$ cat config.mk
export PLATFORM = sky130hd
export DESIGN_NAME = pe_array_ctrl
export DESIGN_NICKNAME = d
export VERILOG_FILES = /design/src/rtl/cgra_defs.sv /design/src/rtl/sat_counter.sv /design/src/rtl/pe_array_ctrl.sv
export SDC_FILE = /design/constraint.sdc
export NUM_CORES = 1
export LEC_CHECK = 0
export ABC_CLOCK_PERIOD_IN_PS = 7300
export CAP_MARGIN = 20
export CORE_AREA = 2 2 79 99
export DETAILED_ROUTE_END_ITERATION = 8
export DIE_AREA = 0 0 81 101
export GPL_TIMING_DRIVEN = 0
export HOLD_SLACK_MARGIN = 0.06
export PLACE_DENSITY = 0.76
export SLEW_MARGIN = 20
export SYNTH_ARGS = -nofsm -noshare
export SYNTH_HDL_FRONTEND = slang
export SYNTH_HIERARCHICAL = 1
export SYNTH_SLANG_ARGS = --single-unit
$ cat constraint.sdc
create_clock -name Clk -period 7.3 [get_ports Clk]
set_clock_uncertainty 0.1 [all_clocks]
set_input_delay 1.46 -clock Clk [delete_from_list [all_inputs] [get_ports Clk]]
set_output_delay 1.46 -clock Clk [all_outputs]
set_load 0.005 [all_outputs]
$ cat src/rtl/cgra_defs.sv
// rtl/cgra_defs.sv - shared definitions for the SCGRA PE array run controller
package cgra_defs;

    typedef enum logic [1:0] {
        ST_IDLE  = 2'b00,
        ST_RUN   = 2'b01,
        ST_DRAIN = 2'b10,
        ST_DONE  = 2'b11
    } state_e;

    localparam int DEF_INST_AWIDTH  = 10;
    localparam int DEF_DRAIN_CYCLES = 6;
    localparam int DEF_CWIDTH       = 32;

endpackage

$ cat src/rtl/sat_counter.sv
// rtl/sat_counter.sv - saturating up-counter with synchronous clear
//
// Ports:
//   clk_i   clock
//   rst_ni  asynchronous active-low reset
//   clr_i   clear to zero (wins over enable)
//   en_i    count enable
//   cnt_o   current count, sticks at all-ones
module sat_counter #(
    parameter int WIDTH = 32
) (
    input  logic             clk_i,
    input  logic             rst_ni,
    input  logic             clr_i,
    input  logic             en_i,
    output logic [WIDTH-1:0] cnt_o
);

    logic [WIDTH-1:0] cnt_q;
    logic [WIDTH-1:0] cnt_d;

    always_comb begin
        cnt_d = cnt_q;
        if (clr_i) begin
            cnt_d = '0;
        end else if (en_i && !(&cnt_q)) begin
            cnt_d = cnt_q + WIDTH'(1);
        end
    end

    always_ff @(posedge clk_i or negedge rst_ni) begin
        if (!rst_ni) begin
            cnt_q <= '0;
        end else begin
            cnt_q <= cnt_d;
        end
    end

    assign cnt_o = cnt_q;

endmodule

$ cat src/rtl/pe_array_ctrl.sv
// rtl/pe_array_ctrl.sv - run controller: instruction fetch sequencing, drain and completion
//
// Ports:
//   Clk, Resetn     clock, asynchronous active-low reset
//   Start, Inst_Num run request and instruction count, sampled in IDLE only
//   Abort           terminate a run in RUN or DRAIN without a Done pulse
//   Inst_Addr       instruction address broadcast to all PEs
//   Inst_Rd_En      instruction fetch valid
//   PE_Array_Busy   high through fetch and drain
//   Done            one-cycle completion pulse
//   Cycle_Cnt       busy cycles of the last or current run
module pe_array_ctrl
    import cgra_defs::*;
#(
    parameter int INST_AWIDTH  = DEF_INST_AWIDTH,
    parameter int DRAIN_CYCLES = DEF_DRAIN_CYCLES,
    parameter int CWIDTH       = DEF_CWIDTH
) (
    input  logic                   Clk,
    input  logic                   Resetn,
    input  logic                   Start,
    input  logic [INST_AWIDTH:0]   Inst_Num,
    input  logic                   Abort,
    output logic [INST_AWIDTH-1:0] Inst_Addr,
    output logic                   Inst_Rd_En,
    output logic                   PE_Array_Busy,
    output logic                   Done,
    output logic [CWIDTH-1:0]      Cycle_Cnt
);

    // Drain counter needs at least one bit even when DRAIN_CYCLES is 1.
    localparam int            DW         = (DRAIN_CYCLES > 1) ? $clog2(DRAIN_CYCLES) : 1;
    localparam logic [DW-1:0] DRAIN_LOAD = DW'(DRAIN_CYCLES - 1);

    state_e                 state_q, state_d;
    logic [INST_AWIDTH-1:0] addr_q, addr_d;
    logic [INST_AWIDTH:0]   num_q, num_d;
    logic [DW-1:0]          drain_q, drain_d;
    logic                   cnt_clr;
    logic                   last_fetch;

    // Num_Reg is one bit wider than the address so a full-depth run compares
    // against 2^INST_AWIDTH-1 without the address ever having to wrap.
    assign last_fetch = ({1'b0, addr_q} == (num_q - (INST_AWIDTH+1)'(1)));

    always_comb begin
        state_d = state_q;
        addr_d  = addr_q;
        num_d   = num_q;
        drain_d = drain_q;
        cnt_clr = 1'b0;
        case (state_q)
            ST_IDLE: begin
                if (Start) begin
                    cnt_clr = 1'b1;
                    if (Inst_Num != '0) begin
                        num_d   = Inst_Num;
                        addr_d  = '0;
                        state_d = ST_RUN;
                    end else begin
                        state_d = ST_DONE;
                    end
                end
            end
            ST_RUN: begin
                if (Abort) begin
                    state_d = ST_IDLE;
                end else if (last_fetch) begin
                    drain_d = DRAIN_LOAD;
                    state_d = ST_DRAIN;
                end else begin
                    addr_d = addr_q + INST_AWIDTH'(1);
                end
            end
            ST_DRAIN: begin
                if (Abort) begin
                    state_d = ST_IDLE;
                end else if (drain_q == '0) begin
                    state_d = ST_DONE;
                end else begin
                    drain_d = drain_q - DW'(1);
                end
            end
            ST_DONE: begin
                state_d = ST_IDLE;
            end
            default: begin
                state_d = ST_IDLE;
            end
        endcase
    end

    always_ff @(posedge Clk or negedge Resetn) begin
        if (!Resetn) begin
            state_q <= ST_IDLE;
            addr_q  <= '0;
            num_q   <= '0;
            drain_q <= '0;
        end else begin
            state_q <= state_d;
            addr_q  <= addr_d;
            num_q   <= num_d;
            drain_q <= drain_d;
        end
    end

    assign Inst_Addr     = addr_q;
    assign Inst_Rd_En    = (state_q == ST_RUN);
    assign PE_Array_Busy = (state_q == ST_RUN) || (state_q == ST_DRAIN);
    assign Done          = (state_q == ST_DONE);

    sat_counter #(
        .WIDTH(CWIDTH)
    ) u_cycle_cnt (
        .clk_i (Clk),
        .rst_ni(Resetn),
        .clr_i (cnt_clr),
        .en_i  (PE_Array_Busy),
        .cnt_o (Cycle_Cnt)
    );

endmodule

==> results.json <==
{
  "total_number_of_vias": 3307,
  "placement_rows": 35,
  "die-width_um": 81,
  "place_area_um2": 4390,
  "critical_path.max_fanout": 8,
  "yosysUniqueCellTypes": 55,
  "antenna-diode-count": 0,
  "worst_setup_path_startpoint": "Inst_Num[8]",
  "clock_tree_from_tritoncts": "built",
  "max_cap_violations": 0,
  "fin_area_um2": 4560,
  "boundaryPins": 60,
  "cts_post_setup_buffers_inserted": 0,
  "cellPowerDensity_nw_per_um2": 280,
  "dieArea_um2": 8180,
  "ir_drop_v": 0.000162,
  "finalPower_uw": 1280,
  "postSynth.asyncResetShare_pct": 100,
  "multiInputGateArea_um2": 2040,
  "worst_hold_startpoint": "drain_q[2]$_DFFE_PN0P_",
  "outcome": "finished, final reports clean",
  "synth_fp_nets": 412,
  "fmaxAchievable_mhz": 298,
  "critical_path.startpoint_type": "input port",
  "drt_first_iter_violations": 263,
  "maxSlewViolCount": 0,
  "register_area_um2": 1450,
  "final_net_count": 483,
  "final.period_utilization_pct": 46.0,
  "timing.critical_path.to_type": "register",
  "initial_utilization_pct": 50.4,
  "clk_transition_reported_paths_ns": 0.07,
  "worst_path_class_setup": "input port to register",
  "wl_um": 8930,
  "cts-buffers-inserted": 9,
  "postSynth.topFlopCell": "sky130_fd_sc_hd__dfrtp_1",
  "drt_pre_antenna_iters": 5,
  "globalRouteTotalUtil_pct": 23.2,
  "grt_first_pass_wirelength_um": 14900,
  "insertion_delay_to_the_later_sink_of_the_worst_skew_pair_ns": 0.32,
  "grt_start_max_net_pins": 43,
  "dieHeight_um": 101,
  "unrepaired_setup_endpoints_after_global_routing": "false",
  "viasPerCell": 5.96,
  "synth_top_area_cell": "sky130_fd_sc_hd__dfrtp_1",
  "cts_hold_repair.buffers": 0,
  "setup-tns-final_ns": 0,
  "syn_area_per_cell_um2": 9.44,
  "grt_antenna_before_repair": 0,
  "r2r_start": "num_q[0]$_DFFE_PN0P_",
  "final_replace_weighted_congestion": 0.839,
  "most_common_library_cells_after_synthesis": "sky130_fd_sc_hd__dfrtp_1 (58), sky130_fd_sc_hd__nand2_1 (33), sky130_fd_sc_hd__a21oi_1 (22)",
  "class_of_the_most_critical_hold_timing_path": "register to register",
  "min_delay_path_depth": 2,
  "core_region_area_um2": 7270,
  "worst_ep_required_time_ns": 7.40,
  "timing.final.crit_period_ns": 3.36,
  "r2r_cells": 9,
  "place.port_buffers": 59,
  "post-synth-top-count-cell": "sky130_fd_sc_hd__dfrtp_1",
  "synth_edf_count": 0,
  "worst-endpoint-arrival_ns": 3.46,
  "first_global_vias": 3234,
  "layout-drive-gt1-share_pct": 10.4,
  "grt-ovfl-total": 0,
  "layout.filler_cells": 653,
  "regToRegSetupSlack_ns": 4.54,
  "setup_viol": 0,
  "clock_tree.buffer_depth": 2,
  "cts.root.buffer_cell": "sky130_fd_sc_hd__clkbuf_8",
  "report.final.hold_viol_count": 0,
  "ys_warn_count": 6,
  "detail_route.drc_violations": 0,
  "min_delay_worst_endpoint": "drain_q[2]$_DFFE_PN0P_",
  "synth_sequential_area_ratio_pct": 39.6,
  "synth.ff_latch_count": 58,
  "clkSinkCount": 58,
  "route.detailed.wl_per_inst_um": 16.1,
  "synthDominantCellAreaShare_pct": 39.6,
  "areaGrowthSynthToFinish_pct": 24.4,
  "hpwl_dp_um": 6530,
  "syn-instance-count": 388,
  "h-tree-depth": 3,
  "area_of_the_mapped_netlist_um2": 3660,
  "worst_r2r_endpoint": "Inst_Addr[8]$_DFFE_PN0P_",
  "postCtsResizedCells": 0,
  "tightestPinTransition_ns": 0.545,
  "synthTopCellsByArea": "sky130_fd_sc_hd__dfrtp_1 (40%), sky130_fd_sc_hd__or4_1 (3.5%), sky130_fd_sc_hd__nand2_1 (3.4%), sky130_fd_sc_hd__o31ai_1 (3.3%), sky130_fd_sc_hd__ha_1 (3.1%)",
  "leak_pwr_uw": 0.00183,
  "worst_case_headroom_to_the_max_slew_limit_pct": 63.7,
  "final_antenna_net_count": 0
}
## sequential cells by signal (all words and copies together), names as in the netlist
name and flops:
Inst_Addr 10, drain_q 3, u_cycle_cnt/cnt_o 32, num_q 11
state_q 2
## layout make-up
type	count	share of cell area [%]
clock buffer	12	3.41
clock inverter	3	0.330
tap	92	2.53
inverter	20	1.65
sequential	58	31.9
multi-input combinational	293	44.8
timing repair buffer	60	13.3
buffer	17	2.11
## worst max-delay path: stages
cell and delay (ns):
sky130_fd_sc_hd__clkdlybuf4s50_1 0.49, sky130_fd_sc_hd__nor4_1 0.07, sky130_fd_sc_hd__and3_1 0.22, sky130_fd_sc_hd__o21ai_0 0.16, sky130_fd_sc_hd__nor3b_1 0.24, sky130_fd_sc_hd__o21ai_2 0.15
sky130_fd_sc_hd__or4_1 0.54, sky130_fd_sc_hd__mux2i_1 0.13
## how the worst max path moves through the flow
stage	slack, ns	endpoint	cells after the start
6_report	3.94	Inst_Addr[8]$_DFFE_PN0P_	8
5_1_grt	3.79	Inst_Addr[8]$_DFFE_PN0P_	8
4_1_cts	3.94	PE_Array_Busy	3
3_5_place_dp	3.61	Inst_Addr[8]$_DFFE_PN0P_	8
3_3_place_gp	2.75	num_q[1]$_DFFE_PN0P_	1
2_1_floorplan	4.28	Inst_Addr[8]$_DFFE_PN0P_	7
## kinds of logic (layout without fill, tap and decap cells)
family,after synthesis,after routing,share of synthesized area (%)
and+or+nand+nor,164,164,27.5
AOI/OAI and AO/OA,87,87,16.4
DFF,58,58,39.6
buffers and inverters,37,112,4.68
xor gates and xnor gates,20,20,4.78
muxes,13,13,3.96
adders and majority gates,9,9,3.07
## layer usage
metal  vias to the layer above  GRT usage, %  wire length (um)  part of all wire, %
met5                         -             0                 0                    0
met2                        90          41.1              4730                   53
li1                       1607             -                 -                    -
met3                        13          4.21               380                  4.3
met1                      1597          27.9              3710                   42
met4                         0          7.69               108                  1.2
## report_power, final
group	total (uW)	leakage [uW]	switching [uW]	internal, uW
clock network	263	0.0000920	125	138
logic	555	0.000963	305	250
registers	459	0.000771	81.7	378
total	1280	0.00183	511	766
## per-stage QoR
stage                     cells  setup slack (ns)  hold WS [ns]  util (%)
after global routing        555              3.79         0.472      62.7
final                       555              3.94         0.435      62.7
after detailed placement    540              3.61         0.422      60.3
after floorplan             388              4.28         0.387         -
after global placement      539              2.75         0.404      60.1
after CTS                   555              3.94         0.436      62.7
## cell usage in the layout, fill, tap and decap left out, types with 4 or more instances in the layout
master	instances
sky130_fd_sc_hd__nand2b_1	5
sky130_fd_sc_hd__xnor2_1	9
sky130_fd_sc_hd__clkdlybuf4s50_1	58
sky130_fd_sc_hd__inv_1	20
sky130_fd_sc_hd__mux2i_1	4
sky130_fd_sc_hd__nand3_1	17
sky130_fd_sc_hd__o2111ai_1	4
sky130_fd_sc_hd__nand4_1	4
sky130_fd_sc_hd__nor4_1	8
sky130_fd_sc_hd__clkbuf_8	11
sky130_fd_sc_hd__a221oi_1	4
sky130_fd_sc_hd__nor3_1	10
sky130_fd_sc_hd__buf_6	4
sky130_fd_sc_hd__o211ai_1	8
sky130_fd_sc_hd__o21ai_1	4
sky130_fd_sc_hd__nor2_1	20
sky130_fd_sc_hd__or3_1	11
sky130_fd_sc_hd__mux2_2	8
sky130_fd_sc_hd__or4_1	17
sky130_fd_sc_hd__xor2_1	11
sky130_fd_sc_hd__and3_1	9
sky130_fd_sc_hd__dfrtp_1	58
sky130_fd_sc_hd__ha_1	9
sky130_fd_sc_hd__o21ai_0	15
sky130_fd_sc_hd__nor3b_1	6
sky130_fd_sc_hd__clkbuf_1	12
sky130_fd_sc_hd__a21oi_1	22
sky130_fd_sc_hd__o31ai_1	16
sky130_fd_sc_hd__nand2_1	33
(Power assumes the default switching activity.)
